==> config.mk <==
export PLATFORM = sky130hd
export DESIGN_NAME = mod_ex_multicycle_seq
export DESIGN_NICKNAME = d
export VERILOG_FILES = /design/src/rtl/mod_ex_multicycle_seq.sv
export SDC_FILE = /design/constraint.sdc
export NUM_CORES = 2
export LEC_CHECK = 0
export CAP_MARGIN = 20
export CORE_MARGIN = 1
export CORE_UTILIZATION = 45
export DETAILED_ROUTE_END_ITERATION = 10
export GPL_TIMING_DRIVEN = 1
export MAX_ROUTING_LAYER = met4
export SYNTH_ARGS = -nofsm -noshare
export SYNTH_HDL_FRONTEND = slang
export SYNTH_SLANG_ARGS = --single-unit
==> constraint.sdc <==
create_clock -name clk -period 24.4 [get_ports clk]
set_input_delay 6.1 -clock clk [delete_from_list [all_inputs] [get_ports clk]]
set_output_delay 6.1 -clock clk [all_outputs]
set_load 0.02 [all_outputs]
==> src/rtl/mod_ex_multicycle_seq.sv <==
// Execute-stage sequencer for multi-cycle ops: signed IMUL (shift-add)
// and SHL/SHR (one bit per cycle), with valid/ready on both sides.
module mod_ex_multicycle_seq #(
  parameter int XLEN  = 64,
  parameter int CNT_W = 6
) (
  input  logic            clk,
  input  logic            reset,
  input  logic            in_valid,
  output logic            in_ready,
  input  logic [7:0]      in_opcode,
  input  logic [3:0]      in_regbyte,
  input  logic [3:0]      in_rmbyte,
  input  logic            in_shdir,
  input  logic [0:XLEN-1] in_opa,
  input  logic [0:XLEN-1] in_opb,
  input  logic [0:XLEN-1] in_imm,
  input  logic            flush,
  output logic            out_valid,
  input  logic            out_ready,
  output logic [0:XLEN-1] out_result,
  output logic [0:XLEN-1] out_ext_result,
  output logic [3:0]      out_rmbyte,
  output logic [3:0]      out_regbyte,
  output logic [7:0]      out_opcode,
  output logic            out_zf,
  output logic            out_cf,
  output logic            busy
);

  localparam int LW = $clog2(XLEN);
  localparam int CW = (CNT_W > LW) ? CNT_W : LW;

  typedef enum logic [1:0] {IDLE, MUL, SHIFT, DONE} state_t;

  state_t            state;
  logic [CW-1:0]     cnt;
  logic [2*XLEN-1:0] acc;
  logic [2*XLEN-1:0] mcand;
  logic [XLEN-1:0]   mplier;
  logic              sign;
  logic [XLEN-1:0]   sh;
  logic              shdir;
  logic [7:0]        op_q;
  logic [3:0]        reg_q;
  logic [3:0]        rm_q;

  logic [XLEN-1:0]   opa_d;
  logic [XLEN-1:0]   opb_d;
  logic [XLEN-1:0]   abs_a;
  logic [XLEN-1:0]   abs_b;
  logic [CNT_W-1:0]  n;
  logic              is_mul;
  logic              is_sh;
  logic [2*XLEN-1:0] acc_add;
  logic [2*XLEN-1:0] prod;
  logic [XLEN-1:0]   sh_nxt;
  logic              sh_out;
  logic              fin;
  logic [XLEN-1:0]   fin_res;
  logic [XLEN-1:0]   fin_ext;
  logic              fin_cf;
  logic              unused_imm;

  // Numeric value is position-preserving; internal math uses [N-1:0].
  assign opa_d      = in_opa;
  assign opb_d      = in_opb;
  assign n          = in_imm[XLEN-CNT_W:XLEN-1];
  assign unused_imm = ^in_imm[0:XLEN-CNT_W-1];
  assign in_ready   = (state == IDLE);
  assign busy       = (state != IDLE);

  always_comb begin
    is_mul  = (in_opcode == 8'd247);
    is_sh   = (in_opcode == 8'd193) ||
              (in_opcode == 8'd209) ||
              (in_opcode == 8'd211);
    abs_a   = opa_d[XLEN-1] ? -opa_d : opa_d;
    abs_b   = opb_d[XLEN-1] ? -opb_d : opb_d;
    acc_add = acc + (mplier[0] ? mcand : '0);
    prod    = sign ? -acc_add : acc_add;
    sh_nxt  = shdir ? (sh << 1) : (sh >> 1);
    sh_out  = shdir ? sh[XLEN-1] : sh[0];
  end

  // Result of the edge that enters DONE, whichever path gets there.
  always_comb begin
    fin     = 1'b0;
    fin_res = '0;
    fin_ext = '0;
    fin_cf  = 1'b0;
    unique case (state)
      IDLE: begin
        fin     = in_valid && !(is_mul || (is_sh && n != '0));
        fin_res = opa_d;
      end
      MUL: begin
        fin     = (cnt == CW'(XLEN-1));
        fin_res = prod[XLEN-1:0];
        fin_ext = prod[2*XLEN-1:XLEN];
        fin_cf  = (fin_ext != {XLEN{fin_res[XLEN-1]}});
      end
      SHIFT: begin
        fin     = (cnt == CW'(1));
        fin_res = sh_nxt;
        fin_cf  = sh_out;
      end
      default: ;
    endcase
  end

  always_ff @(posedge clk or posedge reset) begin
    if (reset) begin
      state          <= IDLE;
      cnt            <= '0;
      acc            <= '0;
      mcand          <= '0;
      mplier         <= '0;
      sign           <= 1'b0;
      sh             <= '0;
      shdir          <= 1'b0;
      op_q           <= '0;
      reg_q          <= '0;
      rm_q           <= '0;
      out_valid      <= 1'b0;
      out_result     <= '0;
      out_ext_result <= '0;
      out_rmbyte     <= '0;
      out_regbyte    <= '0;
      out_opcode     <= '0;
      out_zf         <= 1'b0;
      out_cf         <= 1'b0;
    end else if (flush) begin
      state     <= IDLE;
      cnt       <= '0;
      out_valid <= 1'b0;
    end else begin
      if (fin) begin
        state          <= DONE;
        out_valid      <= 1'b1;
        out_result     <= fin_res;
        out_ext_result <= fin_ext;
        out_cf         <= fin_cf;
        out_zf         <= (fin_res == '0);
        out_opcode     <= (state == IDLE) ? in_opcode : op_q;
        out_regbyte    <= (state == IDLE) ? in_regbyte : reg_q;
        out_rmbyte     <= (state == IDLE) ? in_rmbyte : rm_q;
      end
      unique case (state)
        IDLE: begin
          if (in_valid) begin
            op_q  <= in_opcode;
            reg_q <= in_regbyte;
            rm_q  <= in_rmbyte;
            if (is_mul) begin
              acc    <= '0;
              mcand  <= {{XLEN{1'b0}}, abs_a};
              mplier <= abs_b;
              sign   <= opa_d[XLEN-1] ^ opb_d[XLEN-1];
              cnt    <= '0;
              state  <= MUL;
            end else if (is_sh && n != '0) begin
              sh    <= opa_d;
              shdir <= in_shdir;
              cnt   <= CW'(n);
              state <= SHIFT;
            end
          end
        end
        MUL: begin
          acc    <= acc_add;
          mcand  <= mcand << 1;
          mplier <= mplier >> 1;
          cnt    <= cnt + 1'b1;
        end
        SHIFT: begin
          sh  <= sh_nxt;
          cnt <= cnt - 1'b1;
        end
        DONE: begin
          if (out_ready) begin
            state     <= IDLE;
            out_valid <= 1'b0;
          end
        end
        default: state <= IDLE;
      endcase
    end
  end

endmodule

## Word-level counts from Yosys, hierarchy flattened

Index checks and enable logic that the tools add are counted.

- Register bits: 557
- Bits of input ports: 214
- Output and inout port bits: 149
- Word-level logic and storage cells: 106

- Add/sub/neg operators: 6
- Eq/ne operators: 16
- Mux-type cells: 42
- Bitwise gates (word level): 3
- Reductions and logical operators: 20

Operator list:

| kind | number |
|---|---|
| $mux 128 | 6 |
| $mux 64 | 9 |
| $pmux 128 s2 | 2 |
| $pmux 64 s2 | 2 |
| $pmux 64 s3 | 1 |
| $add 128x128->128 | 1 |
| $neg 128->128 | 1 |
| $neg 64->64 | 2 |
| $logic_not 64->1 | 1 |
| $ne 64x64->1 | 1 |
| $eq 8x8->1 const B | 4 |
| $mux 6 | 4 |
| $pmux 6 s3 | 1 |
| $mux 2 | 6 |
| $reduce_and 5->1 | 2 |
| $mux 4 | 2 |
| $mux 8 | 1 |
| $reduce_and 4->1 | 2 |
| $add 6x1->6 const B | 1 |
| $eq 6x1->1 const B | 1 |
| $eq 6x6->1 const B | 1 |
| $reduce_and 3->1 | 2 |
| $reduce_bool 2->1 | 3 |
| $reduce_bool 6->1 | 1 |
| other kinds (19) | 30 |

## Logic depth before layout (Yosys ltp)

- Word-level depth: 14
- Mapped depth: 25
- Depth with buffers taken out: 19

## Least setup slack after synthesis

No wires, ideal clock.

- Kind: input to register
- Start: input port in_opb[58] (netlist name)
- End: register mplier[61]
- Setup time: 0.129 ns
- Data arrival time: 10.000 ns
- Data required time: 24.271 ns
- Setup slack: 14.271 ns
- Cell stages on the path: 16
- Path buffers: 0
- Path through: or3_1 or4_1 or4_1 or2_2 nor4_1 nand3_1 or3_1 nand2b_1 nand2b_1 nand2b_1 nand2b_1 o41ai_1 xor2_1 nor2_1 a21oi_1 o21ai_1

- Longest elaborated chain between the ends: 5

Ends and longest elaborated chain:

| item | line | RTL |
|---|---|---|
| from (decl) | 16 | `input logic [0:XLEN-1] in_opb,` |
| $neg 64->64 | 79 | `abs_b = opb_d[XLEN-1] ? -opb_d : opb_d;` |
| $mux 64 | 79 |  |
| $mux 64 | 155 | `if (is_mul) begin` |
| $mux 64 | 151 | `if (in_valid) begin` |
| $pmux 64 s2 | 149 | `unique case (state)` |
| to (signal assigned) | 158 | `mplier <= abs_b;` |
| to (signal assigned) | 173 | `mplier <= mplier >> 1;` |
| to (decl) | 40 | `logic [XLEN-1:0] mplier;` |

No other way between the ends. The select of a mux whose other input is x is not followed.
A chain may end at the register's enable or synchronous reset.

## Final worst setup path

Ends and elaborated chain as after synthesis.

==> results.yml <==
finish:
  num-nets-final: 6062
  postLayoutCoreUtil_pct: 52.31
  design_area_mm2: 0.04977
  area_growth_syn_to_layout_pct: 14.93
  num-fill-cells: 9319
  drive_gt1_share_pct: 5.291
grt:
  grt_max_degree: 200
  grt_pass1_wl_um: 270000
  antenna_found_initial: 8
  grt.total_usage_pct: 37.60
  grt_overflow_total: 0
  grt_pass1_vias: 41538
synth:
  synthSimpleGateAreaFrac_pct: 24.59
  synth_mux_area_share_pct: 2.430
  synth_seq_cells: 557
  synth_area_leaders: "dfrtp_1, nand2_1, o21ai_0, a21oi_1, nor2_1"
  synth.most_common_cell: "nand2_1"
  ys_top_cells_by_count: "nand2_1, o21ai_0, dfrtp_1"
  synthAdderAreaFrac_pct: 4.005
  yosys.area.top_type_share_pct: 32.19
  synth_warnings: 0
  yosys.area.top_type: "dfrtp_1"
  synth_area_mm2: 0.04330
  netlist_instances: 5620
  synth_top_family_by_area: "compound AO/OA/AOI/OAI gates"
  synth-compound-area-share_pct: 26.60
  syn_nets: 5972
  ys_seq_area_share_pct: 32.19
  synth_ff_type: "dfrtp_1"
  synth-xor-area-share_pct: 6.432
  async_flop_share_pct: 100.0
  synth.distinct_cells: 97
  syn_area_per_cell_um2: 7.705
  synth_edf_count: 0
critical_path:
  crit_required_ns: 24.92
  crit_type: "input port to flop"
  crit_arrival_ns: 11.33
  critPathMostFrequentCell: "nand2b_1"
  slowest_delay_ns: 0.52
  crit_family: "simple AND/OR/NAND/NOR gates"
  cp-end-kind: "flop"
  cp_slowest_cell: "or4_1"
  rrSetupSlack_ns: 14.84
  start_kind: "input port"
  crit_fanout: 6
  r2r_start: "mplier[0]"
  crit_buf_inv: 1
  r2r-end: "out_cf"
  rr_worst_depth: 19
  cp.depth: 17
  worstPathCellList: "clkdlybuf4s50_1, or3_1, or4_1, or4_1, or2_2, nor4_1, nand3_1, or3_1, nand2b_1, nand2b_1, nand2b_1, nand2b_1, o41ai_1, xor2_1, nor2_1, a21oi_1, o21ai_1"
floorplan:
  core_mm2: 0.09515
  die_h_um: 312.2
  dieArea_mm2: 0.09748
  rows: 113
  die_x_um: 312.2
  io_pins: 363
  start_util_pct: 45.51
cts:
  insertion_delay_ns: 0.66
  clock_path_buffers: 3
  ctsHoldBuffers: 0
  htreeDepth: 3
  cts_tree: "yes"
  cts.sinks: 557
  path_clk_slew_ns: 0.06
  cts.repair.resized: 0
  cts-root-buf: "clkbuf_16"
  numCtsBuffers: 68
  postCtsSetupBuffers: 0
power:
  p_int_mw: 2.935
  leakage_nw: 20.24
  power.density_mw_per_mm2: 113.1
  netSwitchingPower_mw: 2.695
  swShare_pct: 47.87
  p_comb_share_pct: 53.0
  irDropWorstVdd_v: 0.00008241
  pwr-share-clk_pct: 19.8
  power_frac_seq_pct: 27.2
hold_path:
  hp-class: "flop to flop"
  min_from: "out_ext_result[15]"
  whs_path_depth: 2
  whs_endpoint: "out_ext_result[15]"
route:
  drtAntennaViolNets: 0
  drt-total-wl_um: 183100
  drc: 0
  drt_iter0_drc: 4639
  avgViaCountPerCell: 6.316
  vias: 44443
  dr.pass1.iters: 7
  post_drt_wl_per_cell_um: 26.02
sta:
  finClkSkew_ns: 0.03098
  drv_slew: 0
  finalCritPeriodShare_pct: 44.28
  maxClockFrequency_ghz: 0.09256
  rsz0062_at_grt: "no"
  setup_tns_ns: 0
  relSlewSlack_pct: 11.47
  worst_pin_slew_ns: 1.319
  setup_viol: 0
  hold_viol: 0
  min_period_ns: 10.80
outcome:
  status: "complete, no violations"
placement:
  dp.final_hpwl_um: 143200
  io_buffers: 304
  gp_congestion: 1.001
  place_area_mm2: 0.04730
flow_run:
  max-cap-violations: 0
-- tightest hold or removal path: cells and delay by family (launching register included) --
| family | cells | cell delay, ns |
|---|---|---|
| and+or+nand+nor | 2 | 0.10 |
| DFF | 1 | 0.34 |
-- cells by family (layout without fill, tap and decap cells) --
kind of cell,after synthesis,after routing
simple gates,2248,2248
flops,557,557
compound gates,1830,1830
fa+ha+maj,138,138
xor+xnor,318,318
other cells,0,8
buf+inv,425,569
mux,104,104
-- power by group through the flow --
stage / Combinational (mW) / Clock, mW / Sequential [mW]
floorplan: 1.86 / 0 / 1.54
global placement: 2.90 / 0 / 1.53
detailed placement: 2.93 / 0 / 1.54
CTS: 2.94 / 1.13 / 1.53
global route: 3.22 / 1.16 / 1.57
finish: 2.98 / 1.12 / 1.53
-- stage by stage --
step	worst slack [ns]	power [mW]	instances	hold slack [ns]
floorplan	2.724	3.401	5620	0.4450
global placement	13.07	4.427	6903	0.4516
detailed placement	13.04	4.466	6903	0.4583
CTS	13.70	5.599	7027	0.4721
global route	13.29	5.952	7037	0.4879
finish	13.60	5.630	7037	0.4702
-- worst max-delay path by stage --
stage / startpoint / endpoint
after global routing: in_opb[61] / mplier[61]
after floorplan: reset / acc[0]
final: in_opb[58] / mplier[61]
after detailed placement: in_opb[58] / mplier[61]
after global placement: in_opb[61] / mplier[61]
after CTS: in_opb[58] / mplier[61]
-- cell usage in the layout, fill, tap and decap left out, types with 15 or more instances in the layout --
cell type | netlist | layout
a211oi_1 | 42 | 41
a21o_1 | 41 | 40
a21oi_1 | 454 | 454
a221o_1 | 20 | 20
a221oi_1 | 63 | 63
a22o_1 | 109 | 109
a31oi_1 | 32 | 32
and2_1 | 157 | 157
and3_1 | 33 | 33
and4_1 | 31 | 31
buf_4 | 2 | 91
clkbuf_1 | 333 | 15
clkbuf_16 | 0 | 69
clkbuf_8 | 0 | 15
clkdlybuf4s50_1 | 0 | 302
dfrtp_1 | 557 | 554
ha_1 | 137 | 135
inv_1 | 45 | 43
mux2i_1 | 95 | 95
nand2_1 | 903 | 903
nand2b_1 | 29 | 28
nand3_1 | 113 | 113
nand4_1 | 132 | 132
nor2_1 | 477 | 476
nor3_1 | 100 | 98
nor4_1 | 59 | 58
o211ai_1 | 41 | 41
o21a_1 | 25 | 25
o21ai_0 | 644 | 644
o21ai_1 | 19 | 19
o21bai_1 | 21 | 21
o31ai_1 | 106 | 106
o41ai_1 | 43 | 43
or2_2 | 28 | 28
or3_1 | 68 | 67
or4_1 | 40 | 40
xnor2_1 | 133 | 133
xor2_1 | 185 | 185
-- sequential cells by signal, indices dropped and copies added (netlist names), 6 cells and up --
| register | cells |
|---|---|
| out_opcode | 8 |
| mcand | 128 |
| acc | 128 |
| out_result | 64 |
| op_q | 8 |
| cnt | 6 |
| sh | 64 |
| out_ext_result | 64 |
| mplier | 64 |
-- cell type report --
| type | instances | area [um^2] | share of cell area (%) |
|---|---|---|---|
| diodes | 8 | 20.02 | 0.04022 |
| repair buffers | 399 | 3791 | 7.617 |
| clock inverters | 25 | 426.7 | 0.8573 |
| well taps | 1265 | 1583 | 3.180 |
| clock buffers | 99 | 1989 | 3.997 |
| multi-input cells | 4638 | 27830 | 55.92 |
| inverters | 46 | 181.4 | 0.3645 |
| flip-flops and latches | 557 | 13950 | 28.03 |
-- layer usage --
metal / track usage [%] / share of wire [%] / routed length [um] / up-vias
met2: 59.96 / 47 / 86180 / 1690
met3: 4.612 / 5.7 / 10370 / 413
met1: 46.50 / 41 / 75530 / 21548
met4: 20.09 / 6.0 / 11030 / 0
li1: - / - / - / 20792
met5: - / 0 / 0 / -
(Power assumes the default switching activity.)
